==> src/rtl/fetch_stage.sv <==
// Instruction fetch stage: PC, single-outstanding imem request, IF/ID register, one-entry skid buffer.
// Optional stall counter port when FETCH_STALL_CNT_EN is defined.
module fetch_stage #(
  parameter logic [15:0] RESET_PC = 16'h0000
) (
  input  logic        clk,
  input  logic        rst_n,
  output logic        imem_req,
  output logic [15:0] imem_addr,
  input  logic [15:0] imem_rdata,
  input  logic        imem_valid,
  input  logic        stall,
  input  logic        redirect,
  input  logic [15:0] redirect_pc,
  output logic        ifid_valid,
  output logic [15:0] ifid_instr,
  output logic [15:0] ifid_pc_plus2,
  output logic        hlt_fetched
`ifdef FETCH_STALL_CNT_EN
  ,
  output logic [15:0] stall_cycles
`endif
);

  typedef enum logic [1:0] {
    FETCH = 2'd0,
    HOLD  = 2'd1,
    HALT  = 2'd2
  } state_t;

  state_t      state, state_next;
  logic [15:0] pc, pc_next;
  logic [15:0] pc_plus2;
  logic        ifid_valid_next;
  logic [15:0] ifid_instr_next, ifid_pc_plus2_next;
  logic        hlt_next;
  logic [15:0] buf_instr, buf_instr_next;
  logic [15:0] buf_pc_plus2, buf_pc_plus2_next;
  logic        rdata_is_hlt, buf_is_hlt;

  // Handshake: a request is live while imem_req=1; imem_valid closes it, redirect abandons it.
  assign imem_req     = (state == FETCH) && rst_n;
  assign imem_addr    = pc;
  assign pc_plus2     = pc + 16'd2;
  assign rdata_is_hlt = (imem_rdata[15:12] == 4'hF);
  assign buf_is_hlt   = (buf_instr[15:12] == 4'hF);

  always_comb begin
    state_next         = state;
    pc_next            = pc;
    ifid_valid_next    = ifid_valid;
    ifid_instr_next    = ifid_instr;
    ifid_pc_plus2_next = ifid_pc_plus2;
    hlt_next           = hlt_fetched;
    buf_instr_next     = buf_instr;
    buf_pc_plus2_next  = buf_pc_plus2;
    if (redirect) begin
      // Any response arriving now belongs to the old address and is dropped.
      pc_next           = redirect_pc;
      ifid_valid_next   = 1'b0;
      hlt_next          = 1'b0;
      buf_instr_next    = 16'h0000;
      buf_pc_plus2_next = 16'h0000;
      state_next        = FETCH;
    end else begin
      case (state)
        FETCH: begin
          if (imem_valid) begin
            pc_next = pc_plus2;
            if (rdata_is_hlt) hlt_next = 1'b1;
            if (stall) begin
              buf_instr_next    = imem_rdata;
              buf_pc_plus2_next = pc_plus2;
              state_next        = HOLD;
            end else begin
              ifid_valid_next    = 1'b1;
              ifid_instr_next    = imem_rdata;
              ifid_pc_plus2_next = pc_plus2;
              state_next         = rdata_is_hlt ? HALT : FETCH;
            end
          end else if (!stall) begin
            ifid_valid_next = 1'b0;
          end
        end
        HOLD: begin
          if (!stall) begin
            ifid_valid_next    = 1'b1;
            ifid_instr_next    = buf_instr;
            ifid_pc_plus2_next = buf_pc_plus2;
            state_next         = buf_is_hlt ? HALT : FETCH;
          end
        end
        HALT: begin
          if (!stall) ifid_valid_next = 1'b0;
        end
        default: state_next = FETCH;
      endcase
    end
  end

  always_ff @(posedge clk) begin
    if (!rst_n) state <= FETCH;
    else        state <= state_next;
  end

  always_ff @(posedge clk) begin
    if (!rst_n) begin
      pc            <= RESET_PC;
      ifid_valid    <= 1'b0;
      ifid_instr    <= 16'h0000;
      ifid_pc_plus2 <= 16'h0000;
      hlt_fetched   <= 1'b0;
      buf_instr     <= 16'h0000;
      buf_pc_plus2  <= 16'h0000;
    end else begin
      pc            <= pc_next;
      ifid_valid    <= ifid_valid_next;
      ifid_instr    <= ifid_instr_next;
      ifid_pc_plus2 <= ifid_pc_plus2_next;
      hlt_fetched   <= hlt_next;
      buf_instr     <= buf_instr_next;
      buf_pc_plus2  <= buf_pc_plus2_next;
    end
  end

`ifdef FETCH_STALL_CNT_EN
  // Counts cycles where a live IF/ID instruction is blocked; saturates, ignores redirect.
  always_ff @(posedge clk) begin
    if (!rst_n) begin
      stall_cycles <= 16'h0000;
    end else if (stall && ifid_valid && (stall_cycles != 16'hFFFF)) begin
      stall_cycles <= stall_cycles + 16'd1;
    end
  end
`endif

endmodule

==> config.mk <==
export PLATFORM = sky130hd
export DESIGN_NAME = fetch_stage
export DESIGN_NICKNAME = d
export VERILOG_FILES = /design/src/rtl/fetch_stage.sv
export SDC_FILE = /design/constraint.sdc
export NUM_CORES = 1
export LEC_CHECK = 0
export BUFFER_PORTS_ARGS = -buffer_cell sky130_fd_sc_hd__buf_2
export CORE_ASPECT_RATIO = 0.75
export CORE_MARGIN = 4
export CORE_UTILIZATION = 40
export DETAILED_ROUTE_END_ITERATION = 8
export MAX_ROUTING_LAYER = met4
export PLACE_DENSITY = 0.62
export RECOVER_POWER = 100
export SYNTH_ARGS = -nofsm -noshare
export SYNTH_HDL_FRONTEND = slang
export SYNTH_SLANG_ARGS = --single-unit
export TNS_END_PERCENT = 10
==> constraint.sdc <==
create_clock -name clk -period 2.24 [get_ports clk]
set_input_delay 0.112 -clock clk [delete_from_list [all_inputs] [get_ports clk]]
set_output_delay 0.112 -clock clk [all_outputs]
set_load 0.02 [all_outputs]
==> run summary <==
Worst setup EP type = register
sequential power share = 0.464
die height = 95.31 um
sw power = 0.9616 mW
GR Overflow Total = 0
Tot Pwr = 3.500 mW
Worst Hold Class = in -> reg
number of buffers created by CTS = 9
combinational share of power = 0.143
Synth Cell Area = 0.004065 sq mm
Area Growth Syn to Fin = 17.79%
Layout Skew = 0.004571 ns
routed len/inst = 16.55 um
largest net degree at the start of global routing = 60
post-route setup slack = 0.1720 ns
post-CTS resize count = 0
fin crit period = 2.068 ns
Total Negative Setup Slacks = 0 ns
initial antenna violation count = 0
final core occ = 0.4899
Total GRT Usage = 0.1990
maximum vdd drop = 0.4421 mV
Die Wd = 124.4 um
Max Cap Violations = 0
Int Pwr = 2.538 mW
Cells after Synth = 480
sequential area share after synthesis = 0.4137
Power Density = 730.8 mW/mm^2
power share of the clock group = 0.393
syn nets = 523
clock-pin slew on the worst setup and hold paths = 0.06 ns
worst hold start = redirect_pc[0]
Crit path max-delay family = simple AND/OR/NAND/NOR gates
Crit path largest cell delay = 0.47 ns
# clock sinks = 84
clk_lat worst skew = 0.34 ns
Placement Cell Area = 0.004636 sq mm
endpoints failing setup = 0
Final period util = 0.9232
Synth Warn # = 0
Post-Place Setup Slack = 0.1864 ns
# DRC = 0
Final Max Slew Viols = 0
Slew HR = 0.4365
EDFF count, synth = 0
top cells by area, synth = dfxtp_1, a21oi_1, mux2i_1
DR pass1 iterations = 5
antenna fix cells = 0
CP Cell Sequence = inv_1 > ha_1 > nand2_1 > or3_1 > a311oi_1
Port Buffers = 87
Switching Fraction = 0.2748
critical path required time = 2.49 ns
final hold vios = 0
Netlist cell types = 52
vias in the first global route = 3677
Bufs and invs on worst path = 1
Hold Path Depth = 3
worst reg2reg startpoint = state[0]
DP HPWL = 8058 um
Hold Buf Count CTS = 0
Final GP Congestion = 0.8826
first-pass GRT wire length = 18440 um
Nets = 594
clock root cell = clkbuf_16
Hold EP = imem_addr[0]
via/cell ratio = 5.499
layout cells sized above 1 = 0.1423
routed wire length = 11370 um
RSZ-0062 raised after global routing = false
CP startpoint kind = register
Crit path arrival time = 2.32 ns
Mean Syn Cell Area = 8.469 sq um
TritonCTS clock tree = done
Longest Clk Path Bufs = 2
Routed Antenna Nets = 0
Post-CTS Repair Setup Buffers = 0
Fmax = 483.5 MHz
CP max stage cell = or3_1
FP Rows = 31
post-layout instance area = 0.004788 sq mm
die area = 0.01186 sq mm
IO Pins = 88
Crit Path Category = reg -> reg
Synth Flop Type = dfxtp_1
Worst-Margin Slew = 0.8453 ns
CP Max Fanout = 13
DR iter-0 viols = 246
reg-to-reg critical path endpoint = imem_addr[5]
top-area cell type share of the netlist area = 0.4137
via count of the routed design = 3778
H-tree depth reported by CTS = 3
Synth area leader = dfxtp_1
FFs w/ async S/R, synth = 0
flops & latches, synth = 84
initial core utilization = 0.4159
R2R depth = 5
leak pwr = 1.641 nW
status = finished clean
R2R Setup Slk = 0.17 ns
Core Box Area = 0.009774 sq mm
## routing by layer
metal	GRT usage	routed length, um	up-vias
met5	-	0	-
met4	0.06843	231	0
met3	0.05263	674	21
met2	0.2972	4925	108
met1	0.2628	5538	1776
li1	-	-	1873
## cells in the final DEF, fill, tap and decap left out, drive strengths merged, types with 3 or more instances in the layout
| cell | n |
|---|---|
| dfxtp | 84 |
| clkbuf | 65 |
| nand2 | 58 |
| a21oi | 55 |
| buf | 51 |
| nor2 | 29 |
| o21ai | 27 |
| a211oi | 25 |
| nor3 | 25 |
| mux2i | 23 |
| nand3 | 12 |
| xnor2 | 11 |
| nand4 | 8 |
| xor2 | 6 |
| ha | 6 |
| o22ai | 6 |
| nor4 | 6 |
| o2111ai | 5 |
| inv | 4 |
| and4 | 4 |
| nor2b | 4 |
| clkinv | 4 |
| o21a | 3 |
| or3 | 3 |
| a311oi | 3 |
## sequential cells by signal, summed over array words and instances, names as in the netlist, named ones only
| register | cells |
|---|---|
| state | 2 |
| buf_instr | 16 |
| hlt_fetched | 1 |
| buf_pc_plus2 | 16 |
| imem_addr | 16 |
| ifid_instr | 16 |
| ifid_pc_plus2 | 16 |
## worst reg2reg max path, stage by stage (launching register included)
cell	delay, ns
dfxtp_1	0.36
inv_1	0.10
ha_1	0.36
nand2_1	0.42
or3_1	0.48
a311oi_1	0.25
## how the worst max path moves through the flow
stage | from | slack (ns) | depth (start not counted) | end
global route | state[0] | 0.01 | 6 | imem_addr[13]
floorplan | state[0] | 0.39 | 8 | ifid_instr[0]
global placement | state[0] | 0.32 | 5 | imem_addr[4]
CTS | state[0] | 0.18 | 5 | imem_addr[5]
detailed placement | state[0] | 0.19 | 5 | imem_addr[5]
finish | state[0] | 0.17 | 5 | imem_addr[5]
## cells in the mapped netlist, types with 11 or more instances
| cell | count |
|---|---|
| a21oi_1 | 55 |
| buf_2 | 18 |
| xnor2_1 | 11 |
| nor3_1 | 23 |
| dfxtp_1 | 84 |
| mux2i_1 | 23 |
| nand2_1 | 58 |
| nor2_1 | 28 |
| a211oi_1 | 25 |
| clkbuf_1 | 21 |
| nand3_1 | 11 |
| o21ai_0 | 27 |
## power by group through the flow
stage,Combinational (mW),Clock (mW),Sequential (mW)
floorplan,0.289,0,1.69
global placement,0.513,0,1.65
detailed placement,0.522,0,1.65
CTS,0.524,1.40,1.62
global route,0.552,1.46,1.63
finish,0.501,1.38,1.62
## stage by stage
stage               hold WS (ns)  instances
detailed placement        0.3651        672
global placement          0.3515        672
floorplan                 0.2480        480
global route             0.01084        687
CTS                      0.01200        687
finish                   0.01911        687
## cells by family after synthesis
kind of cell,after synthesis,share of synthesized area
compound gates,144,0.2216
xor+xnor,17,0.03663
fa+ha+maj,6,0.01847
buf+inv,51,0.05756
flops,84,0.4137
mux,23,0.05663
simple gates,155,0.1954
## cell type report
class	count	area [sq um]
Clock buffer	11	252.7
Clock inverter	4	25.02
Fill cell	1028	4986
Inverter	6	22.52
Multi-Input combinational cell	345	2118
Sequential cell	84	1682
Tap cell	132	165.2
Timing Repair Buffer	105	523.0
(Power assumes the default switching activity.)
